===== config.mk =====
export PLATFORM = sky130hd
export DESIGN_NAME = sap_control_sequencer
export DESIGN_NICKNAME = d
export VERILOG_FILES = /design/src/rtl/sap_pkg.sv /design/src/rtl/sap_microcode_rom.sv /design/src/rtl/sap_control_sequencer.sv
export SDC_FILE = /design/constraint.sdc
export NUM_CORES = 1
export LEC_CHECK = 0
export ABC_AREA = 1
export BUFFER_PORTS_ARGS = -buffer_cell sky130_fd_sc_hd__buf_2
export CORE_MARGIN = 5
export CORE_UTILIZATION = 40
export DETAILED_ROUTE_END_ITERATION = 8
export HOLD_SLACK_MARGIN = 0.15
export PLACE_DENSITY = 0.67
export SKIP_CTS_REPAIR_TIMING = 1
export SLEW_MARGIN = 20
export SYNTH_ARGS = -nofsm -noshare
export SYNTH_HDL_FRONTEND = slang
export SYNTH_SLANG_ARGS = --single-unit

===== constraint.sdc =====
create_clock -name clk -period 2.16 [get_ports clk]
set_clock_uncertainty 0.2 [all_clocks]
set_input_delay 0.216 -clock clk [delete_from_list [all_inputs] [get_ports clk]]
set_output_delay 0.216 -clock clk [all_outputs]
set_load 0.02 [all_outputs]

===== src/rtl/sap_pkg.sv =====
// Shared definitions for the SAP-1 control sequencer: opcodes, T-states and
// the bit layout of the packed control word.
package sap_pkg;

  localparam logic [3:0] OP_NOP = 4'h0;
  localparam logic [3:0] OP_LDA = 4'h1;
  localparam logic [3:0] OP_ADD = 4'h2;
  localparam logic [3:0] OP_SUB = 4'h3;
  localparam logic [3:0] OP_STA = 4'h4;
  localparam logic [3:0] OP_LDI = 4'h5;
  localparam logic [3:0] OP_JMP = 4'h6;
  localparam logic [3:0] OP_JC  = 4'h7;
  localparam logic [3:0] OP_JZ  = 4'h8;
  localparam logic [3:0] OP_OUT = 4'hE;
  localparam logic [3:0] OP_HLT = 4'hF;

  typedef enum logic [2:0] {
    T0 = 3'd0,
    T1 = 3'd1,
    T2 = 3'd2,
    T3 = 3'd3,
    T4 = 3'd4
  } t_state_e;

  localparam int unsigned CTRL_W = 14;
  typedef logic [CTRL_W-1:0] ctrl_word_t;

  localparam int unsigned CW_PC_OUT  = 0;
  localparam int unsigned CW_PC_INC  = 1;
  localparam int unsigned CW_PC_JUMP = 2;
  localparam int unsigned CW_MAR_IN  = 3;
  localparam int unsigned CW_RAM_IN  = 4;
  localparam int unsigned CW_RAM_OUT = 5;
  localparam int unsigned CW_IR_IN   = 6;
  localparam int unsigned CW_IR_OUT  = 7;
  localparam int unsigned CW_A_IN    = 8;
  localparam int unsigned CW_A_OUT   = 9;
  localparam int unsigned CW_B_IN    = 10;
  localparam int unsigned CW_ALU_OUT = 11;
  localparam int unsigned CW_ALU_SUB = 12;
  localparam int unsigned CW_O_IN    = 13;

  // One-hot control word with a single bit set.
  function automatic ctrl_word_t cw(input int unsigned idx);
    return ctrl_word_t'(1) << idx;
  endfunction

endpackage


===== src/rtl/sap_microcode_rom.sv =====
// Combinational microcode: (opcode, step, flags) -> control word, plus the
// sequencing hints the top level needs (last step, halt, flag capture).
module sap_microcode_rom
  import sap_pkg::*;
(
  input  logic [3:0] opcode,
  input  t_state_e   step,
  input  logic       flag_c,
  input  logic       flag_z,
  output ctrl_word_t ctrl,
  output logic       last_step,
  output logic       halt_step,
  output logic       flag_load
);

  t_state_e last_t;

  // Decode the control word for the current step and the opcode's final step.
  always_comb begin
    // NOTE: every output gets a default first so no path can infer a latch.
    ctrl      = '0;
    last_t    = T1;
    halt_step = 1'b0;
    flag_load = 1'b0;

    // Final active step per opcode; unlisted opcodes behave as NOP.
    case (opcode)
      OP_LDA, OP_STA:                       last_t = T3;
      OP_ADD, OP_SUB:                       last_t = T4;
      OP_LDI, OP_JMP, OP_JC, OP_JZ,
      OP_OUT, OP_HLT:                       last_t = T2;
      default:                              last_t = T1;
    endcase

    if (step == T0) begin
      ctrl = cw(CW_PC_OUT) | cw(CW_MAR_IN);
    end else if (step == T1) begin
      ctrl = cw(CW_RAM_OUT) | cw(CW_IR_IN) | cw(CW_PC_INC);
    end else begin
      case (opcode)
        OP_LDA: begin
          if (step == T2) ctrl = cw(CW_IR_OUT) | cw(CW_MAR_IN);
          if (step == T3) ctrl = cw(CW_RAM_OUT) | cw(CW_A_IN);
        end
        OP_ADD, OP_SUB: begin
          if (step == T2) ctrl = cw(CW_IR_OUT) | cw(CW_MAR_IN);
          if (step == T3) ctrl = cw(CW_RAM_OUT) | cw(CW_B_IN);
          if (step == T4) ctrl = cw(CW_ALU_OUT) | cw(CW_A_IN);
          // Subtract select is held through both the B load and the result step.
          if (opcode == OP_SUB && step != T2) ctrl = ctrl | cw(CW_ALU_SUB);
          flag_load = (step == T4);
        end
        OP_STA: begin
          if (step == T2) ctrl = cw(CW_IR_OUT) | cw(CW_MAR_IN);
          if (step == T3) ctrl = cw(CW_A_OUT) | cw(CW_RAM_IN);
        end
        OP_LDI: if (step == T2) ctrl = cw(CW_IR_OUT) | cw(CW_A_IN);
        OP_JMP: if (step == T2) ctrl = cw(CW_IR_OUT) | cw(CW_PC_JUMP);
        OP_JC:  if (step == T2 && flag_c) ctrl = cw(CW_IR_OUT) | cw(CW_PC_JUMP);
        OP_JZ:  if (step == T2 && flag_z) ctrl = cw(CW_IR_OUT) | cw(CW_PC_JUMP);
        OP_OUT: if (step == T2) ctrl = cw(CW_A_OUT) | cw(CW_O_IN);
        OP_HLT: halt_step = (step == T2);
        default: ctrl = '0;
      endcase
    end

    last_step = (step == last_t);
  end

endmodule


===== src/rtl/sap_control_sequencer.sv =====
// SAP-1 control sequencer: T-state counter, C/Z flag register, halt latch and
// run/halt gating around the microcode ROM.
module sap_control_sequencer
  import sap_pkg::*;
#(
  parameter bit EARLY_END = 1'b1
) (
  input  logic       clk,
  input  logic       reset,
  input  logic       run,
  input  logic [3:0] instruction,
  input  logic       alu_c,
  input  logic       alu_z,
  output logic       pc_out,
  output logic       pc_inc,
  output logic       pc_jump,
  output logic       mar_in,
  output logic       ram_in,
  output logic       ram_out,
  output logic       ir_in,
  output logic       ir_out,
  output logic       a_in,
  output logic       a_out,
  output logic       b_in,
  output logic       alu_out,
  output logic       alu_sub,
  output logic       o_in,
  output logic       halted,
  output logic [2:0] t_state,
  output logic [1:0] flags
);

  t_state_e   state_q, state_d;
  logic [1:0] flags_q, flags_d;
  logic       halted_q, halted_d;
  ctrl_word_t ctrl_raw, ctrl;
  logic       last_step, halt_step, flag_load;
  logic       active;

  sap_microcode_rom u_rom (
    .opcode    (instruction),
    .step      (state_q),
    .flag_c    (flags_q[1]),
    .flag_z    (flags_q[0]),
    .ctrl      (ctrl_raw),
    .last_step (last_step),
    .halt_step (halt_step),
    .flag_load (flag_load)
  );

  assign active = run & ~halted_q;

  // Sequencer state register with asynchronous reset.
  always_ff @(posedge clk or posedge reset) begin
    // NOTE: non-blocking assignments so all state updates see pre-edge values.
    if (reset) begin
      state_q  <= T0;
      flags_q  <= 2'b00;
      halted_q <= 1'b0;
    end else begin
      state_q  <= state_d;
      flags_q  <= flags_d;
      halted_q <= halted_d;
    end
  end

  // Next step, flag capture and halt latch; everything holds when inactive.
  always_comb begin
    state_d  = state_q;
    flags_d  = flags_q;
    halted_d = halted_q;
    if (active) begin
      if (halt_step) begin
        halted_d = 1'b1;
      end else if ((EARLY_END && last_step) || state_q == T4) begin
        state_d = T0;
      end else begin
        state_d = t_state_e'(state_q + 3'd1);
      end
      if (flag_load) flags_d = {alu_c, alu_z};
    end
  end

  // Controls are silenced while stopped, halted or held in reset.
  assign ctrl = (active && !reset) ? ctrl_raw : '0;

  assign pc_out  = ctrl[CW_PC_OUT];
  assign pc_inc  = ctrl[CW_PC_INC];
  assign pc_jump = ctrl[CW_PC_JUMP];
  assign mar_in  = ctrl[CW_MAR_IN];
  assign ram_in  = ctrl[CW_RAM_IN];
  assign ram_out = ctrl[CW_RAM_OUT];
  assign ir_in   = ctrl[CW_IR_IN];
  assign ir_out  = ctrl[CW_IR_OUT];
  assign a_in    = ctrl[CW_A_IN];
  assign a_out   = ctrl[CW_A_OUT];
  assign b_in    = ctrl[CW_B_IN];
  assign alu_out = ctrl[CW_ALU_OUT];
  assign alu_sub = ctrl[CW_ALU_SUB];
  assign o_in    = ctrl[CW_O_IN];

  assign halted  = halted_q;
  assign t_state = state_q;
  assign flags   = flags_q;

endmodule


-- Word-level counts from Yosys, hierarchy flattened
Memories as Yosys holds them, arrays and structs flattened.
Cells that the tools add are included.
- add/subtract/negate cells: 1
- eq/ne operators: 16
- mux-type cells: 22
- bitwise operators: 3
- reduce and logical (&&, ||, !) cells: 11
- operators with widths (cell ; count):
    one-hot mux 14 bit (8 select lines) ; 1
    two-way mux 14 bit ; 4
    two-way mux 8 bit ; 4
    two-way mux 9 bit ; 2
    == test 4 x 3 -> 1 bit (second input constant) ; 4
    two-way mux 13 bit ; 1
    == test 4 bit (second input constant) ; 3
    two-way mux 12 bit ; 1
    two-way mux 11 bit ; 1
    two-way mux 10 bit ; 1
    == test 4 x 2 -> 1 bit (second input constant) ; 2
    == test 3 x 2 -> 1 bit (second input constant) ; 2
    two-way mux 1 bit ; 6
    AND reduction 2 bit ; 3
    == test 4 x 1 -> 1 bit (second input constant) ; 1
    logical AND 1 bit ; 4
    adder 3 x 1 -> 3 bit (second input constant) ; 1
    == test 3 x 1 -> 1 bit (second input constant) ; 1
    == test 3 bit ; 1
    == test 3 bit (second input constant) ; 1
    logical NOT 3 bit ; 1
    two-way mux 3 bit ; 1
    inequality test 3 x 2 -> 1 bit (second input constant) ; 1
    inverter 1 bit ; 2
    other kinds (4) ; 4
- register bits: 6
- ROM bits: 48
- bits of input ports: 9
- output and inout bits: 20
- word-level logic and storage cells: 57
- memories: 1
- memories (name ; depth ; width ; read ports ; clocked after Yosys merged registers in ; write ports ; RTL line ; text):
    (name not given) ; 16 ; 3 ; 1 ; 0 ; 0 ; sap_microcode_rom.sv:27 ; case (opcode)

-- Depth between registers and ports, before layout
- depth in word-level cells: 9
- mapped depth: 11
- depth with buffers taken out: 11

-- Modules after synthesis
A second synthesis with hierarchy kept.
- cells, all modules: 137
- area, all modules: 823.3 µm²
- modules (own cells, without submodules) (module ; times used ; cells each ; area each (µm²) ; sequential area each (µm²)):
    sap_control_sequencer ; 1 ; 69 ; 464.2 ; 150.1
    sap_microcode_rom ; 1 ; 68 ; 359.1 ; 0.0

-- Least setup slack after synthesis
Ideal clock, no wire load.
- path kind: register to output
- from: register state_q[1], in the netlist t_state[1]
- to: output pc_inc
- data arrival time: 1.890 ns
- data required time: 1.744 ns
- path slack: -0.146 ns
- stages on the path, launching flop included: 8
- path buffers: 1
- cells stage by stage: dfrtp_1 > inv_1 > ha_1 > inv_1 > nor2_1 > inv_1 > nor3_1 > buf_4
- word-level cells in the longest chain between the ends: 8
- elaborated cells on any way between the ends: 13
- those cells by class: 3 x eq/ne; 9 x mux; 1 x reduce/logical
- ends and longest elaborated chain (item ; RTL line ; text):
    start: declaration ; sap_control_sequencer.sv:33 ; t_state_e state_q, state_d;
    start signal: assignment ; sap_control_sequencer.sv:61 ; state_q <= state_d;
    == test 3 x 2 -> 1 bit ; sap_microcode_rom.sv:43, sap_microcode_rom.sv:47, sap_microcode_rom.sv:55 ;
    two-way mux 11 bit ; sap_microcode_rom.sv:47 ; if (step == T3) ctrl = cw(CW_RAM_OUT) | cw(CW_B_IN);
    two-way mux 12 bit ; sap_microcode_rom.sv:48 ; if (step == T4) ctrl = cw(CW_ALU_OUT) | cw(CW_A_IN);
    two-way mux 13 bit ; sap_microcode_rom.sv:50 ; if (opcode == OP_SUB && step != T2) ctrl = ctrl | cw(CW_ALU_SUB);
    one-hot mux 14 bit (8 select lines) ; sap_microcode_rom.sv:40 ; case (opcode)
    two-way mux 14 bit ; sap_microcode_rom.sv:37 ; end else if (step == T1) begin
    two-way mux 14 bit (*) ; sap_microcode_rom.sv:35 ; if (step == T0) begin
    two-way mux 14 bit (*) ; sap_control_sequencer.sv:85 ; assign ctrl = (active && !reset) ? ctrl_raw : '0;
    end: declaration ; sap_control_sequencer.sv:15 ; output logic pc_inc,
Mark *: on every way between the ends. The rest lies on a longest branch, timed or not.

-- Worst setup path in the final report
- from: register state_q[0], in the netlist t_state[0]
- to: output ram_out
- word-level cells in the longest chain between the ends: 8
- elaborated cells on any way between the ends: 13
- those cells by class: 3 x eq/ne; 9 x mux; 1 x reduce/logical
- ends and longest elaborated chain (item ; RTL line ; text):
    == test 3 x 2 -> 1 bit ; sap_microcode_rom.sv:43, sap_microcode_rom.sv:47, sap_microcode_rom.sv:55 ;
    two-way mux 11 bit ; sap_microcode_rom.sv:47 ;
    two-way mux 12 bit ; sap_microcode_rom.sv:48 ;
    two-way mux 13 bit ; sap_microcode_rom.sv:50 ;
    one-hot mux 14 bit (8 select lines) ; sap_microcode_rom.sv:40 ;
    two-way mux 14 bit ; sap_microcode_rom.sv:37 ;
    two-way mux 14 bit (*) ; sap_microcode_rom.sv:35 ;
    two-way mux 14 bit (*) ; sap_control_sequencer.sv:85 ;
    end: declaration ; sap_control_sequencer.sv:19 ; output logic ram_out,
Marked as above.

==> impl_metrics.env <==
export IMPL_clk_path_buf_depth=2
export IMPL_cp_start_kind="register"
export IMPL_synth_avg_cell_area_um2=6.33
export IMPL_synth_compound_area_share_pct=7.22
export IMPL_clk_pin_slew_worst_paths_ns=0.05
export IMPL_die_area_mm2=0.00298
export IMPL_cts_htree_levels=1
export IMPL_hold_violations=0
export IMPL_p_switching_uw=593
export IMPL_io_pins=29
export IMPL_worst_hold_path_endpoint="flags[1]$_DFFE_PP0P_"
export IMPL_critPathSlowestCell="dfrtp_2"
export IMPL_max_stage_delay_ns=0.39
export IMPL_cap_violations=0
export IMPL_ff2ff_setup_slack_ns=0.06
export IMPL_p_comb_share_pct=69.7
export IMPL_gr_total_overflow=0
export IMPL_worstHoldStart="run"
export IMPL_grt_pass1_wl_mm=3.35
export IMPL_gp_congestion=0.965
export IMPL_cpLargestDelayFamily="simple AND/OR/NAND/NOR gates"
export IMPL_area_growth_pct=51.2
export IMPL_critPathMaxFanout=5
export IMPL_synth_mux_area_fraction_pct=3.77
export IMPL_synthAdderAreaFrac_pct=7.85
export IMPL_utilization_pct=62.7
export IMPL_synth_area_leader_cell="dfrtp_1"
export IMPL_hpwl_mm=1.82
export IMPL_path_buf_inv=3
export IMPL_groute_usage_overall_pct=15.0
export IMPL_switching_share_pct=51.6
export IMPL_start_util_pct=41.5
export IMPL_yosys_area_share_simple_pct=48.8
export IMPL_worst_pin_slew_ns=0.318
export IMPL_p_int_uw=556
export IMPL_wl_per_cell_um=12.8
export IMPL_leakage_uw=0.000620
export IMPL_rows=16
export IMPL_layout_commonest_cell="nand2_1"
export IMPL_final_cell_mix="24 x nand2_1, 23 x buf_2, 16 x nor2_1"
export IMPL_crit_chain="inv_2, buf_4, ha_4, nand2_4, nand2_1, nor2_1, nor3_1, nor3_1, buf_2"
export IMPL_yosys_cell_types_count=24
export IMPL_grt_max_degree=9
export IMPL_tritoncts="yes"
export IMPL_port_buffers=28
export IMPL_antenna_found_initial=0
export IMPL_numClockSinks=6
export IMPL_grt_pass1_vias=782
export IMPL_worst_r2r_path_depth=9
export IMPL_dieWidth_um=54.6
export IMPL_clock_latency_ns=0.25
export IMPL_status="finished clean"
export IMPL_rr_endpoint="halted$_DFFE_PP0P_"
export IMPL_ys_ff_latch=6
export IMPL_seq_area_frac_synth_pct=18.8
export IMPL_crit_top_cell="nor3_1"
export IMPL_hold_depth=5
export IMPL_viasPerCell=4.90
export IMPL_p_seq_share_pct=21.0
export IMPL_drc_errors=0
export IMPL_cts_root_buffer="clkbuf_4"
export IMPL_ir_drop_mv=0.768
export IMPL_critical_path_class="register to primary output"
export IMPL_syn_num_nets=140
export IMPL_setup_violations=0
export IMPL_die_h_um=54.6
export IMPL_drive_above_1_share_pct=46.3
export IMPL_hp_class="primary input to register"
export IMPL_synth_top_family_by_area="simple AND/OR/NAND/NOR gates"
export IMPL_netlist_area_leader_share_pct=18.8
export IMPL_synth_warnings=0
export IMPL_cp_required_ns=1.74
export IMPL_cts_buffers=3
export IMPL_num_antenna_cells=0
export IMPL_synthCells=126
export IMPL_post_route_period_util_pct=98.9
export IMPL_synthTopCellsByArea="dfrtp_1 19%, nand2_1 12%, nor2_1 9.4%"
export IMPL_drt_iter0_drc=17
export IMPL_slew_headroom_pct=78.7
export IMPL_critPathArrivalTime_ns=1.72
export IMPL_p_clk_share_pct=9.3
export IMPL_core_mm2=0.00192
export IMPL_r2r_start="t_state[0]$_DFFE_PP0P_"
export IMPL_drt_wl_total_mm=2.45
export IMPL_p_per_area_mw_per_mm2=953
export IMPL_endpoint_kind="primary output"
export IMPL_netlist_area_um2=797
export IMPL_drtPass1Iterations=4
export IMPL_synth_xor_area_share_pct=1.10
export IMPL_timing_fmax_mhz=468
export IMPL_num_vias=936
export IMPL_slew_violations=0
export IMPL_rsz0062_at_grt="yes"
export IMPL_min_period_ns=2.14
export IMPL_antenna_left=0
export IMPL_hold_ws_ns=0.310
export IMPL_finalNetCount=180
-- Yosys cell counts --
library cell	number
nor4_1	1
nor3_1	10
buf_4	3
nand3_1	12
buf_2	1
nand3b_4	1
nor2_4	3
nor3b_1	1
nand2_2	1
inv_2	4
nand2_4	1
o21bai_1	2
dfrtp_1	6
nor2_2	2
a21oi_1	5
ha_1	5
nand2_1	25
o21ai_0	2
nand4_1	2
xor2_1	1
inv_1	15
nor2_1	20
mux2_4	2
o211ai_1	1
-- kinds of logic after synthesis --
family | count (synthesis)
AND/OR/NAND/NOR | 79
buffers and inverters | 23
AO/OA/AOI/OAI | 10
flip-flops | 6
adder cells (fa/ha/maj) | 5
multiplexers | 2
XOR/XNOR | 1
-- how the worst max path moves through the flow --
stage,start,endpoint,slack [ns],cells past startpoint
after detailed placement,t_state[0]$_DFFE_PP0P_,mar_in,0.12,9
final,t_state[0]$_DFFE_PP0P_,ram_out,0.02,9
after CTS,t_state[0]$_DFFE_PP0P_,mar_in,-0.16,9
after global routing,t_state[0]$_DFFE_PP0P_,ir_out,-0.10,9
after global placement,t_state[1]$_DFFE_PP0P_,ram_out,0.19,8
after floorplan,t_state[0]$_DFFE_PP0P_,ram_out,0.009,7
-- power by group through the flow --
| stage | Combinational, uW | Clock, uW | Sequential [uW] |
|---|---|---|---|
| 2_1_floorplan | 420 | 0 | 247 |
| 5_1_grt | 870 | 116 | 249 |
| 4_1_cts | 578 | 108 | 229 |
| 3_3_place_gp | 565 | 0 | 227 |
| 3_5_place_dp | 576 | 0 | 230 |
| 6_report | 801 | 106 | 242 |
-- through the flow --
step	TNS (ns)	setup slack, ns	cell area (um2)	total power, uW	std cells
floorplan	0	0.00911	802	667	126
global placement	0	0.194	963	792	179
detailed placement	0	0.117	963	806	179
CTS	-0.852	-0.158	986	915	182
global route	-0.471	-0.101	1200	1240	191
finish	0	0.0233	1200	1150	191
-- flip-flops by register name, summed over array words and instances, names as in the netlist --
signal / flops
halted: 1
t_state: 3
flags: 2
-- tightest hold or removal path, stage by stage --
cell and delay, ns:
buf_2 0.10, inv_1 0.10, nor2_4 0.05, nand2_2 0.11
mux2_4 0.16
-- final cells by class --
| type | instances | area, um2 |
|---|---|---|
| Inverter | 19 | 71.3 |
| Clock buffer | 3 | 22.5 |
| Timing Repair Buffer | 39 | 248 |
| Fill cell | 179 | 717 |
| Tap cell | 27 | 33.8 |
| Sequential cell | 6 | 154 |
| Multi-Input combinational cell | 97 | 676 |
-- layer usage --
layer | GRT usage [%] | routed length, um
met2 | 25.6 | 1220
met3 | 3.81 | 158
met5 | 0 | 0
met1 | 19.4 | 1070
met4 | 1.66 | 0
Note: power is estimated with default switching activity, not from simulation.
